<file path="config.mk">
export PLATFORM = sky130hd
export DESIGN_NAME = counter_cell_scheduler
export DESIGN_NICKNAME = d
export VERILOG_FILES = /design/src/rtl/agc_ctr_pkg.sv /design/src/rtl/ones_comp_incdec.sv /design/src/rtl/counter_cell_scheduler.sv
export SDC_FILE = /design/constraint.sdc
export NUM_CORES = 1
export LEC_CHECK = 0
export BUFFER_PORTS_ARGS = -buffer_cell sky130_fd_sc_hd__buf_2
export CELL_PAD_IN_SITES_DETAIL_PLACEMENT = 0
export CELL_PAD_IN_SITES_GLOBAL_PLACEMENT = 1
export CORE_ASPECT_RATIO = 2
export CORE_UTILIZATION = 40
export CTS_BUF_LIST = sky130_fd_sc_hd__clkbuf_8
export DETAILED_ROUTE_END_ITERATION = 10
export PLACE_DENSITY = 0.91
export SKIP_LAST_GASP = 1
export SYNTH_ARGS = -nofsm -noshare
export SYNTH_HDL_FRONTEND = slang
export SYNTH_SLANG_ARGS = --single-unit
</file>
<file path="constraint.sdc">
create_clock -name clock -period 4.43 [get_ports clock]
set_input_delay 0.443 -clock clock [delete_from_list [all_inputs] [get_ports clock]]
set_output_delay 0.443 -clock clock [all_outputs]
set_load 0.02 [all_outputs]
</file>
<file path="src/rtl/agc_ctr_pkg.sv">
// Shared types and defaults for the counter-cell scheduler slice.
package agc_ctr_pkg;

    typedef enum logic [1:0] {IDLE, STALL, READ, WRITE} ctr_state_t;
    typedef enum logic {PINC, MINC} ctr_dir_t;

    localparam logic [10:0] CTR_BASE_DEFAULT = 11'o024;

endpackage

</file>
<file path="src/rtl/ones_comp_incdec.sv">
// Ones-complement +1/-1 of a counter word, flagging overflow/underflow.
module ones_comp_incdec
    import agc_ctr_pkg::*;
#(
    parameter int unsigned DATA_W = 15
) (
    input  logic [DATA_W-1:0] value,
    input  ctr_dir_t          dir,
    output logic [DATA_W-1:0] result,
    output logic              ovf
);

    localparam logic [DATA_W-1:0] POS_ONE  = DATA_W'(1);
    localparam logic [DATA_W-1:0] POS_MAX  = {1'b0, {(DATA_W-1){1'b1}}};
    localparam logic [DATA_W-1:0] NEG_MAX  = {1'b1, {(DATA_W-1){1'b0}}};
    localparam logic [DATA_W-1:0] NEG_ZERO = '1;

    always_comb begin
        result = value;
        ovf    = 1'b0;
        if (dir == PINC) begin
            if (value == POS_MAX) begin
                result = '0;
                ovf    = 1'b1;
            end else if (value == NEG_ZERO) begin
                result = POS_ONE;
            end else begin
                result = value + POS_ONE;
            end
        end else begin
            if (value == NEG_MAX) begin
                result = NEG_ZERO;
                ovf    = 1'b1;
            end else if (value == '0) begin
                result = NEG_ZERO - POS_ONE;
            end else begin
                result = value - POS_ONE;
            end
        end
    end

endmodule

</file>
<file path="src/rtl/counter_cell_scheduler.sv">
// Steals RAM cycles from the Core to apply pending PINC/MINC requests to
// counter cells with a stall / read / write sequence.
module counter_cell_scheduler
    import agc_ctr_pkg::*;
#(
    parameter int unsigned          N_CTR    = 8,
    parameter int unsigned          ADDR_W   = 11,
    parameter int unsigned          DATA_W   = 15,
    parameter logic [ADDR_W-1:0]    CTR_BASE = ADDR_W'(CTR_BASE_DEFAULT)
) (
    input  logic              clock,
    input  logic              reset,
    input  logic [N_CTR-1:0]  pinc_req,
    input  logic [N_CTR-1:0]  minc_req,
    input  logic              core_quiet,
    output logic              steal_stall,
    output logic [ADDR_W-1:0] ram_rd_addr,
    input  logic [DATA_W-1:0] ram_rd_data,
    output logic [ADDR_W-1:0] ram_wr_addr,
    output logic [DATA_W-1:0] ram_wr_data,
    output logic              ram_wr_en,
    output logic              ram_sel,
    output logic [N_CTR-1:0]  ovf_pulse,
    output logic              drop_err
);

    localparam int unsigned IDX_W = (N_CTR > 1) ? $clog2(N_CTR) : 1;

    ctr_state_t        state_q;
    ctr_dir_t          dir_q;
    ctr_dir_t          sel_dir;
    logic [IDX_W-1:0]  idx_q;
    logic [IDX_W-1:0]  sel_idx;
    logic              sel_valid;
    logic [N_CTR-1:0]  pend_p_q;
    logic [N_CTR-1:0]  pend_m_q;
    logic [N_CTR-1:0]  pend_p_d;
    logic [N_CTR-1:0]  pend_m_d;
    logic              drop_any;
    logic [ADDR_W-1:0] addr_q;
    logic [DATA_W-1:0] inc_result;
    logic              inc_ovf;

    // The serviced bit clears first so a request landing in WRITE re-arms it.
    // An opposite request for the counter in service cannot cancel the bit that
    // is already being written, so it is queued instead.
    always_comb begin
        pend_p_d = pend_p_q;
        pend_m_d = pend_m_q;
        drop_any = 1'b0;
        if (state_q == WRITE) begin
            if (dir_q == PINC) pend_p_d[idx_q] = 1'b0;
            else               pend_m_d[idx_q] = 1'b0;
        end
        for (int unsigned i = 0; i < N_CTR; i++) begin
            if (pinc_req[i] && !minc_req[i]) begin
                if (pend_p_d[i])
                    drop_any = 1'b1;
                else if (pend_m_d[i] && !((state_q != IDLE) && (IDX_W'(i) == idx_q) && (dir_q == MINC)))
                    pend_m_d[i] = 1'b0;
                else
                    pend_p_d[i] = 1'b1;
            end else if (minc_req[i] && !pinc_req[i]) begin
                if (pend_m_d[i])
                    drop_any = 1'b1;
                else if (pend_p_d[i] && !((state_q != IDLE) && (IDX_W'(i) == idx_q) && (dir_q == PINC)))
                    pend_p_d[i] = 1'b0;
                else
                    pend_m_d[i] = 1'b1;
            end
        end
    end

    always_comb begin
        sel_valid = 1'b0;
        sel_idx   = '0;
        sel_dir   = PINC;
        for (int unsigned i = 0; i < N_CTR; i++) begin
            if (!sel_valid && (pend_p_d[i] ^ pend_m_d[i])) begin
                sel_valid = 1'b1;
                sel_idx   = IDX_W'(i);
                sel_dir   = pend_p_d[i] ? PINC : MINC;
            end
        end
    end

    always_ff @(posedge clock or posedge reset) begin
        if (reset) begin
            state_q     <= IDLE;
            dir_q       <= PINC;
            idx_q       <= '0;
            pend_p_q    <= '0;
            pend_m_q    <= '0;
            addr_q      <= '0;
            steal_stall <= 1'b0;
            ram_sel     <= 1'b0;
            drop_err    <= 1'b0;
        end else begin
            pend_p_q <= pend_p_d;
            pend_m_q <= pend_m_d;
            drop_err <= drop_any;
            case (state_q)
                IDLE: begin
                    if (sel_valid) begin
                        state_q     <= STALL;
                        idx_q       <= sel_idx;
                        dir_q       <= sel_dir;
                        addr_q      <= CTR_BASE + ADDR_W'(sel_idx);
                        steal_stall <= 1'b1;
                        ram_sel     <= 1'b1;
                    end
                end
                STALL: begin
                    if (core_quiet) state_q <= READ;
                end
                READ: begin
                    state_q <= WRITE;
                end
                WRITE: begin
                    state_q     <= IDLE;
                    addr_q      <= '0;
                    steal_stall <= 1'b0;
                    ram_sel     <= 1'b0;
                end
                default: begin
                    state_q <= IDLE;
                end
            endcase
        end
    end

    ones_comp_incdec #(
        .DATA_W (DATA_W)
    ) u_incdec (
        .value  (ram_rd_data),
        .dir    (dir_q),
        .result (inc_result),
        .ovf    (inc_ovf)
    );

    // Read data arrives during WRITE, so the write path stays combinational.
    assign ram_rd_addr = addr_q;
    assign ram_wr_addr = addr_q;
    assign ram_wr_en   = (state_q == WRITE);
    assign ram_wr_data = ram_wr_en ? inc_result : '0;
    assign ovf_pulse   = (ram_wr_en && inc_ovf) ? (N_CTR'(1) << idx_q) : '0;

endmodule

</file>
==> flow_summary.json, run 1 <==
{
  "status": "complete, no violations",
  "h-tree-depth": 1,
  "syn_inst": 463,
  "tns_ps": 0,
  "antenna_found_initial": 0,
  "path_clk_slew_ps": 100,
  "yosysWarnings": 0,
  "ir_drop_mv": 0.346,
  "wl_per_cell_um": 17.7,
  "area.sequential_sq_um": 701,
  "p_int_w": 0.00107,
  "clock_latency_ps": 290,
  "core_area_sq_mm": 0.00800,
  "setup_violations": 0,
  "area_delta_synth_final_pct": 12.8,
  "synth_area_sq_mm": 0.00332,
  "combPwrFrac": 0.699,
  "cts_buffers": 3,
  "initial_core_util": 0.415,
  "hpwl_mm": 8.81,
  "ios": 83,
  "die_h_um": 131,
  "grt_max_degree": 29,
  "critPathCaptureType": "flop",
  "final_antenna_net_count": 0,
  "maxSlewHeadroom": 0.350,
  "die_area_sq_mm": 0.00868,
  "grt_pass1_vias": 3537,
  "power.switching_w": 0.00124,
  "post_cts_buffers": 0,
  "nFillCells": 826,
  "gr-total-overflow": 0,
  "drt_first_pass_iters": 4,
  "wl_mm": 10.9,
  "cts_resized": 0,
  "critPathLaunchType": "flop",
  "cts_hold_buf": 0,
  "path_max_fanout": 8,
  "place.gp.congestion": 0.961,
  "worstHoldPathType": "in2async",
  "worst_ep_arrival_time_ps": 4150,
  "syn_area_per_cell_sq_um": 7.16,
  "cts_tree": "yes",
  "seqPwrFrac": 0.208,
  "drv_cap": 0,
  "power_density_mw_per_mm2": 619,
  "fin_crit_sh": 0.895,
  "layout_commonest_cell": "buf_2",
  "fin_util": 0.467,
  "skew_ps": 4.24,
  "seq_area_frac_synth": 0.211,
  "switching_share": 0.537,
  "fin_nets": 561,
  "drive_above_1_share": 0.183,
  "rsz0062_at_grt": "no",
  "vias_per_cell": 6.25,
  "ys_ff_latch": 28,
  "final_cell_mix": "buf_2 (70), nor2_1 (47), o21ai_0 (35)",
  "yosys.cell_types.count": 70,
  "vias": 3841,
  "hold_viol": 0,
  "required_ps": 4620,
  "multiInputGateArea_sq_mm": 0.00234,
  "die_x_um": 66.4,
  "rows": 46,
  "drc": 0,
  "synth-edff-count": 0,
  "dr.first_iter.drc_count": 204,
  "cts.sinks": 28,
  "fmax_mhz": 252,
  "tightest_slew_ps": 963,
  "period_needed_ps": 3970,
  "p_clk_frac": 0.092,
  "synthFlopType": "dfrtp_1",
  "port_buffers": 70,
  "grt_pass1_wl_mm": 16.6,
  "async_reset_ff_frac": 1.00,
  "crit_type": "reg2reg",
  "grt_util_all_layers": 0.257,
  "slew_violations": 0,
  "n_antenna_cell": 0,
  "cts-root-buf": "clkbuf_8",
  "cellLeakagePower_nw": 1.63,
  "cts_max_path_buffers": 2
}
-- stage by stage --
step           power, W  worst slack [ps]  instances  instance area (sq um)  hold WS (ps)
2_1_floorplan   0.00167               714        474                   3360           508
3_3_place_gp    0.00204               605        611                   3670           534
3_5_place_dp    0.00207               498        611                   3670           541
4_1_cts         0.00229               498        615                   3740           211
5_1_grt         0.00247               204        615                   3740           230
6_report        0.00231               465        615                   3740           205
-- worst paths after layout --
| kind | slack [ps] | to | cells past startpoint | start |
|---|---|---|---|---|
| worst max register to register | 460 | state_q[1]$_DFFE_PP0P_ | 11 | state_q[0]$_DFFE_PP0P_ |
| max in group asynchronous | 3930 | pend_p_q[4]$_DFF_PP0_ | 3 | reset |
| worst max-delay path | 460 | state_q[1]$_DFFE_PP0P_ | 11 | state_q[0]$_DFFE_PP0P_ |
| min in group clock | 410 | pend_p_q[2]$_DFF_PP0_ | 2 | pinc_req[2] |
| worst min-delay path | 210 | pend_m_q[3]$_DFF_PP0_ | 3 | reset |
| worst min register to register | 550 | ram_rd_addr[1]$_DFFE_PP0P_ | 2 | ram_rd_addr[1]$_DFFE_PP0P_ |
-- flip-flops by register name (all words and copies together), names as in the netlist --
name,flops
drop_err,1
pend_p_q,8
pend_m_q,8
ram_rd_addr,5
state_q,2
dir_q,1
idx_q,3
-- cell families after synthesis --
family,count (synthesis),share of synthesized area
xor gates and xnor gates,6,0.0158
AOI/OAI and AO/OA,176,0.364
adders and majority gates,8,0.0294
DFF,28,0.211
other,1,0.00113
and+or+nand+nor,176,0.267
buffers and inverters,64,0.0969
muxes,4,0.0143
-- layout make-up --
class                   count  area share
inverters                  27      0.0271
clock buffers               3      0.0110
clock inverters             1     0.00803
repair buffers             78       0.110
multi-input cells         382       0.625
well taps                  96      0.0321
flip-flops and latches     28       0.187
-- Yosys cell counts (all sizes together), types with 3 or more instances --
cell type / count / area share
a211oi: 7 / 0.020
a21o: 4 / 0.0091
a21oi: 31 / 0.047
a221oi: 4 / 0.011
a2bb2oi: 4 / 0.011
a31o: 3 / 0.011
a31oi: 10 / 0.021
a32oi: 4 / 0.011
and2: 6 / 0.011
and3: 5 / 0.0094
buf: 23 / 0.051
clkbuf: 14 / 0.016
dfrtp: 28 / 0.21
ha: 7 / 0.026
inv: 27 / 0.031
mux2: 3 / 0.011
nand2: 29 / 0.033
nand2b: 11 / 0.021
nand3: 24 / 0.036
nand3b: 4 / 0.0091
nor2: 47 / 0.053
nor2b: 6 / 0.011
nor3: 19 / 0.029
nor3b: 4 / 0.0091
o211a: 4 / 0.012
o211ai: 10 / 0.023
o21a: 14 / 0.032
o21ai: 44 / 0.069
o22ai: 9 / 0.017
o31ai: 6 / 0.014
or2: 3 / 0.0057
or3: 8 / 0.015
or4: 5 / 0.011
xor2: 4 / 0.011
-- power groups by stage --
| stage | clock, W | combinational, W | sequential (W) |
|---|---|---|---|
| detailed placement | 0 | 0.00159 | 0.000485 |
| finish | 0.000213 | 0.00162 | 0.000483 |
| global placement | 0 | 0.00156 | 0.000477 |
| CTS | 0.000217 | 0.00160 | 0.000479 |
| floorplan | 0 | 0.00121 | 0.000464 |
| global route | 0.000226 | 0.00175 | 0.000499 |
-- critical path, cell delays in order (launching register included) --
cell     delay [ps]
dfrtp_1         420
ha_1            340
or3b_4          450
o21ai_0         500
a21oi_1         130
or3_1           390
ha_1            400
inv_1           100
a31o_2          250
nor2_1          390
a31oi_2         180
mux2_4          320
-- metal layers --
layer  up-vias  share of wire  global-route usage
met5         -              0                   0
met3        57          0.044              0.0243
met2       177           0.53               0.481
met1      1803           0.34               0.229
met4         0          0.091               0.239
li1       1804              -                   -
Note: power is estimated with default switching activity, not from simulation.
==> inputs of run 2 (changes only) <==
- MAX_ROUTING_LAYER: default -> met4
==> run 2 against run 1 <==
  * Clock power is 4% higher
  * Highest routed layer unchanged
  * Power hardly changed
  * Sequential power is 0.8% lower
  * Flip-flop and latch count stayed put
  * Register-to-register slack worse by 70 ps
  * Combinational power hardly changed
==> flow_summary.json, run 2 (same netlist as run 1, synthesis figures left out) <==
{
  "status": "complete, no violations",
  "hpwl_mm": 8.80,
  "grt_pass1_vias": 3664,
  "grt_util_all_layers": 0.276,
  "wl_mm": 11.0,
  "final_cell_mix": "buf_2 (70), nor2_1 (47), o21ai_0 (35)",
  "critPathLaunchType": "flop",
  "cts_buffers": 3,
  "hold_start": "pinc_req[2]",
  "die_area_sq_mm": 0.00868,
  "r2r-start": "state_q[1]$_DFFE_PP0P_",
  "setup_violations": 0,
  "worst_ep_arrival_time_ps": 4230,
  "holdPathStages": 2,
  "rsz0062_at_grt": "no",
  "slew_violations": 0,
  "cts_resized": 0,
  "vias_per_cell": 6.17,
  "antenna_found_initial": 0,
  "rows": 46,
  "drt_first_pass_iters": 5,
  "dr.first_iter.drc_count": 214,
  "fin_crit_sh": 0.910,
  "cts-root-buf": "clkbuf_8",
  "wl_per_cell_um": 17.9,
  "fin_area_sq_mm": 0.00373,
  "grt_max_degree": 29,
  "path_clk_slew_ps": 110,
  "port_buffers": 70,
  "drv_cap": 0,
  "layout_commonest_cell": "buf_2",
  "post_cts_buffers": 0,
  "area_delta_synth_final_pct": 12.5,
  "drc": 0,
  "maxSlewHeadroom": 0.225,
  "die_h_um": 131,
  "regToRegEndpoint": "state_q[1]$_DFFE_PP0P_",
  "nFillCells": 841,
  "path_max_fanout": 10,
  "dp.cells": 610,
  "worstHoldPathType": "in2reg",
  "gr-total-overflow": 0,
  "fin_nets": 560,
  "n_antenna_cell": 0,
  "setup_ws_ps": 397,
  "clock_latency_ps": 300,
  "cts_max_path_buffers": 2,
  "grt_pass1_wl_mm": 17.5,
  "core_area_sq_mm": 0.00800,
  "tightest_slew_ps": 1160,
  "tns_ps": 0,
  "ios": 83,
  "period_needed_ps": 4030,
  "dpl_worst_slack_ps": 453,
  "r2r_setup_slack_ps": 400,
  "hold_viol": 0,
  "drive_above_1_share": 0.181,
  "place_area_sq_mm": 0.00366,
  "fin_cells": 614,
  "vias": 3787,
  "cts_hold_buf": 0,
  "power.total_w": 0.00231,
  "ir_drop_mv": 0.350,
  "required_ps": 4630,
  "power_density_mw_per_mm2": 620,
  "final_antenna_net_count": 0,
  "place.gp.congestion": 0.967,
  "h-tree-depth": 1,
  "whs_endpoint": "pend_p_q[2]$_DFF_PP0_",
  "fmax_mhz": 248,
  "rr_worst_depth": 11,
  "cts.sinks": 28,
  "critPathCaptureType": "flop",
  "cts_tree": "yes",
  "initial_core_util": 0.415,
  "cellLeakagePower_nw": 1.62,
  "skew_ps": 4.60,
  "die_x_um": 66.4,
  "crit_type": "reg2reg"
}
[run 2: cell count changes in the layout (fill, tap and decap cells not counted), sizes merged]
cell,delta
buf,-1
[run 2: report_power, final]
part / leakage, nW / total (W) / internal (W) / switching (W)
logic: 1.25 / 0.00161 / 0.000581 / 0.00103
registers: 0.335 / 0.000479 / 0.000367 / 0.000111
clock network: 0.0357 / 0.000221 / 0.000122 / 0.0000988
[run 2: layer usage]
| layer | vias up | GRT usage | share of wire |
|---|---|---|---|
| met5 | - | - | 0 |
| met4 | 0 | 0.227 | 0.075 |
| met3 | 52 | 0.0269 | 0.045 |
| met2 | 160 | 0.502 | 0.55 |
| met1 | 1765 | 0.249 | 0.33 |
| li1 | 1810 | - | - |
[run 2: worst max-delay path, cell delays in order, from the launching register on]
cell	delay, ps
dfrtp_1	420
ha_1	370
or3b_4	450
o21ai_0	510
a21oi_1	130
or3_1	400
ha_1	400
inv_1	100
a31o_2	250
nor2_1	410
a31oi_2	180
mux2_4	320
[run 2: worst max path at each step]
| stage | start | to | slack, ps | cells after the start |
|---|---|---|---|---|
| floorplan | state_q[0]$_DFFE_PP0P_ | idx_q[0]$_DFFE_PP0P_ | 710 | 12 |
| global placement | state_q[0]$_DFFE_PP0P_ | idx_q[1]$_DFFE_PP0P_ | 570 | 11 |
| detailed placement | state_q[0]$_DFFE_PP0P_ | state_q[1]$_DFFE_PP0P_ | 450 | 11 |
| CTS | state_q[1]$_DFFE_PP0P_ | state_q[1]$_DFFE_PP0P_ | 410 | 11 |
| global route | state_q[0]$_DFFE_PP0P_ | state_q[1]$_DFFE_PP0P_ | 160 | 13 |
| finish | state_q[1]$_DFFE_PP0P_ | state_q[1]$_DFFE_PP0P_ | 400 | 11 |
[run 2: area by class of cell]
cell class	instances	area (sq um)	share of cell area
Multi-Input combinational cell	382	2340	0.626
Sequential cell	28	701	0.188
Timing Repair Buffer	77	403	0.108
Tap cell	96	120	0.0322
Inverter	27	101	0.0272
Clock buffer	3	41.3	0.0111
Clock inverter	1	30.0	0.00805
[run 2: metrics by stage]
step,utilization,hold slack [ps]
3_3_place_gp,0.458,538
3_5_place_dp,0.458,554
2_1_floorplan,-,508
5_1_grt,0.467,427
6_report,0.467,401
4_1_cts,0.467,404
==> inputs of run 3 (changes only) <==
- RECOVER_POWER: default -> 100
==> run 3 against run 2 <==
  * Die area unchanged
  * Critical path depth stayed put
  * Largest power group unchanged
  * Worst hold slack got worse by 1.9 ps
  * Worst setup slack got worse by 64 ps
  * Largest cell class unchanged
  * Via count grew 0.61%
  * Clock power about the same
==> flow_summary.json, run 3 (same netlist as run 1, synthesis figures left out) <==
{
  "area_delta_synth_final_pct": 10.6,
  "worstSetupEndpoint": "state_q[1]$_DFFE_PP0P_",
  "grt_util_all_layers": 0.276,
  "fin_cells": 614,
  "cts_hold_buf": 0,
  "grt_max_degree": 29,
  "clock_latency_ps": 300,
  "drc": 0,
  "period_needed_ps": 4100,
  "status": "complete, no violations",
  "required_ps": 4630,
  "cts_resized": 0,
  "switching_share": 0.547,
  "wl_mm": 11.1,
  "ios": 83,
  "slew_violations": 0,
  "cts-root-buf": "clkbuf_8",
  "cts_max_path_buffers": 2,
  "vias": 3810,
  "r2r_setup_slack_ps": 330,
  "regToRegEndpoint": "state_q[1]$_DFFE_PP0P_",
  "ir_drop_mv": 0.333,
  "vias_per_cell": 6.21,
  "path_max_fanout": 10,
  "rows": 46,
  "p_int_w": 0.00104,
  "h-tree-depth": 1,
  "crit_start": "state_q[1]$_DFFE_PP0P_",
  "fin_nets": 560,
  "cts_buffers": 3,
  "power.total_w": 0.00229,
  "initial_core_util": 0.415,
  "fmax_mhz": 244,
  "setup_ws_ps": 332,
  "drt_first_pass_iters": 4,
  "r2r-start": "state_q[1]$_DFFE_PP0P_",
  "n_antenna_cell": 0,
  "place.gp.congestion": 0.967,
  "tightest_slew_ps": 1150,
  "port_buffers": 70,
  "p_clk_frac": 0.096,
  "tns_ps": 0,
  "layout_commonest_cell": "nor2_1",
  "drive_above_1_share": 0.106,
  "maxSlewHeadroom": 0.236,
  "critPathCaptureType": "flop",
  "worstHoldPathType": "in2reg",
  "critPathLaunchType": "flop",
  "skew_ps": 2.70,
  "die_area_sq_mm": 0.00868,
  "wl_per_cell_um": 18.1,
  "grt_pass1_vias": 3664,
  "power.switching_w": 0.00125,
  "fin_crit_sh": 0.925,
  "die_x_um": 66.4,
  "setup_violations": 0,
  "hold_viol": 0,
  "hpwl_mm": 8.80,
  "dp.cells": 610,
  "post_cts_buffers": 0,
  "gr-total-overflow": 0,
  "dr.first_iter.drc_count": 197,
  "power_density_mw_per_mm2": 623,
  "antenna_found_initial": 0,
  "grt_pass1_wl_mm": 17.5,
  "cellLeakagePower_nw": 1.48,
  "crit_type": "reg2reg",
  "core_area_sq_mm": 0.00800,
  "path_clk_slew_ps": 110,
  "die_h_um": 131,
  "rsz0062_at_grt": "no",
  "seqPwrFrac": 0.210,
  "drv_cap": 0,
  "dpl_worst_slack_ps": 453,
  "cts.sinks": 28,
  "rr_worst_depth": 11,
  "combPwrFrac": 0.694,
  "hold_start": "pinc_req[2]",
  "final_antenna_net_count": 0,
  "cts_tree": "yes",
  "final_cell_mix": "nor2_1 (47), o21ai_0 (38), clkbuf_1 (37)",
  "worst_ep_arrival_time_ps": 4290
}
## run 3: cell count changes in the layout (fill, tap and decap cells not counted), sizes merged
cell,delta
clkbuf,+37
buf,-37
## run 3: critical path: stages, from the launching register on
cell and delay, ps:
dfrtp_1 410, ha_1 370, or3b_1 450, o21ai_0 520, a21oi_1 130, or3_1 400
ha_1 400, inv_1 100, a31o_2 250, nor2_1 390, a31oi_1 210, mux2_4 350
## run 3: how the worst min path moves through the flow
stage | endpoint | slack (ps) | cells after the start
after floorplan | dir_q$_DFFE_PP0P_ | 510 | 1
after global placement | state_q[0]$_DFFE_PP0P_ | 540 | 1
after detailed placement | ram_rd_addr[3]$_DFFE_PP0P_ | 550 | 2
after CTS | pend_p_q[2]$_DFF_PP0_ | 400 | 2
after global routing | pend_m_q[5]$_DFF_PP0_ | 430 | 2
final | pend_p_q[2]$_DFF_PP0_ | 400 | 2
## run 3: power groups by stage
| stage | registers (W) | logic [W] | clock network [W] |
|---|---|---|---|
| CTS | 0.000476 | 0.00160 | 0.000221 |
| floorplan | 0.000464 | 0.00121 | 0 |
| global route | 0.000494 | 0.00173 | 0.000226 |
| finish | 0.000481 | 0.00159 | 0.000219 |
| global placement | 0.000474 | 0.00157 | 0 |
| detailed placement | 0.000482 | 0.00159 | 0 |
## run 3: layout make-up
type                            instances  area, sq um
Clock inverter                          1         30.0
Tap cell                               96          120
Timing Repair Buffer                   77          349
Fill cell                             870         4330
Multi-Input combinational cell        382         2330
Sequential cell                        28          701
Clock buffer                            3         41.3
Inverter                               27          101
## run 3: per-stage QoR
| step | util | hold WS, ps | area, sq um |
|---|---|---|---|
| after floorplan | - | 508 | 3360 |
| after global placement | 0.458 | 538 | 3660 |
| after detailed placement | 0.458 | 554 | 3660 |
| after CTS | 0.467 | 404 | 3730 |
| after global routing | 0.459 | 427 | 3670 |
| final | 0.459 | 399 | 3670 |
## run 3: metal layers
layer  vias up  part of all wire  track usage  wire (um)
met5         -                 0            -          0
met4         0             0.072        0.227        805
met3        50             0.040       0.0269        444
met2       155              0.54        0.502       6050
met1      1799              0.34        0.249       3810
li1       1806                 -            -          -
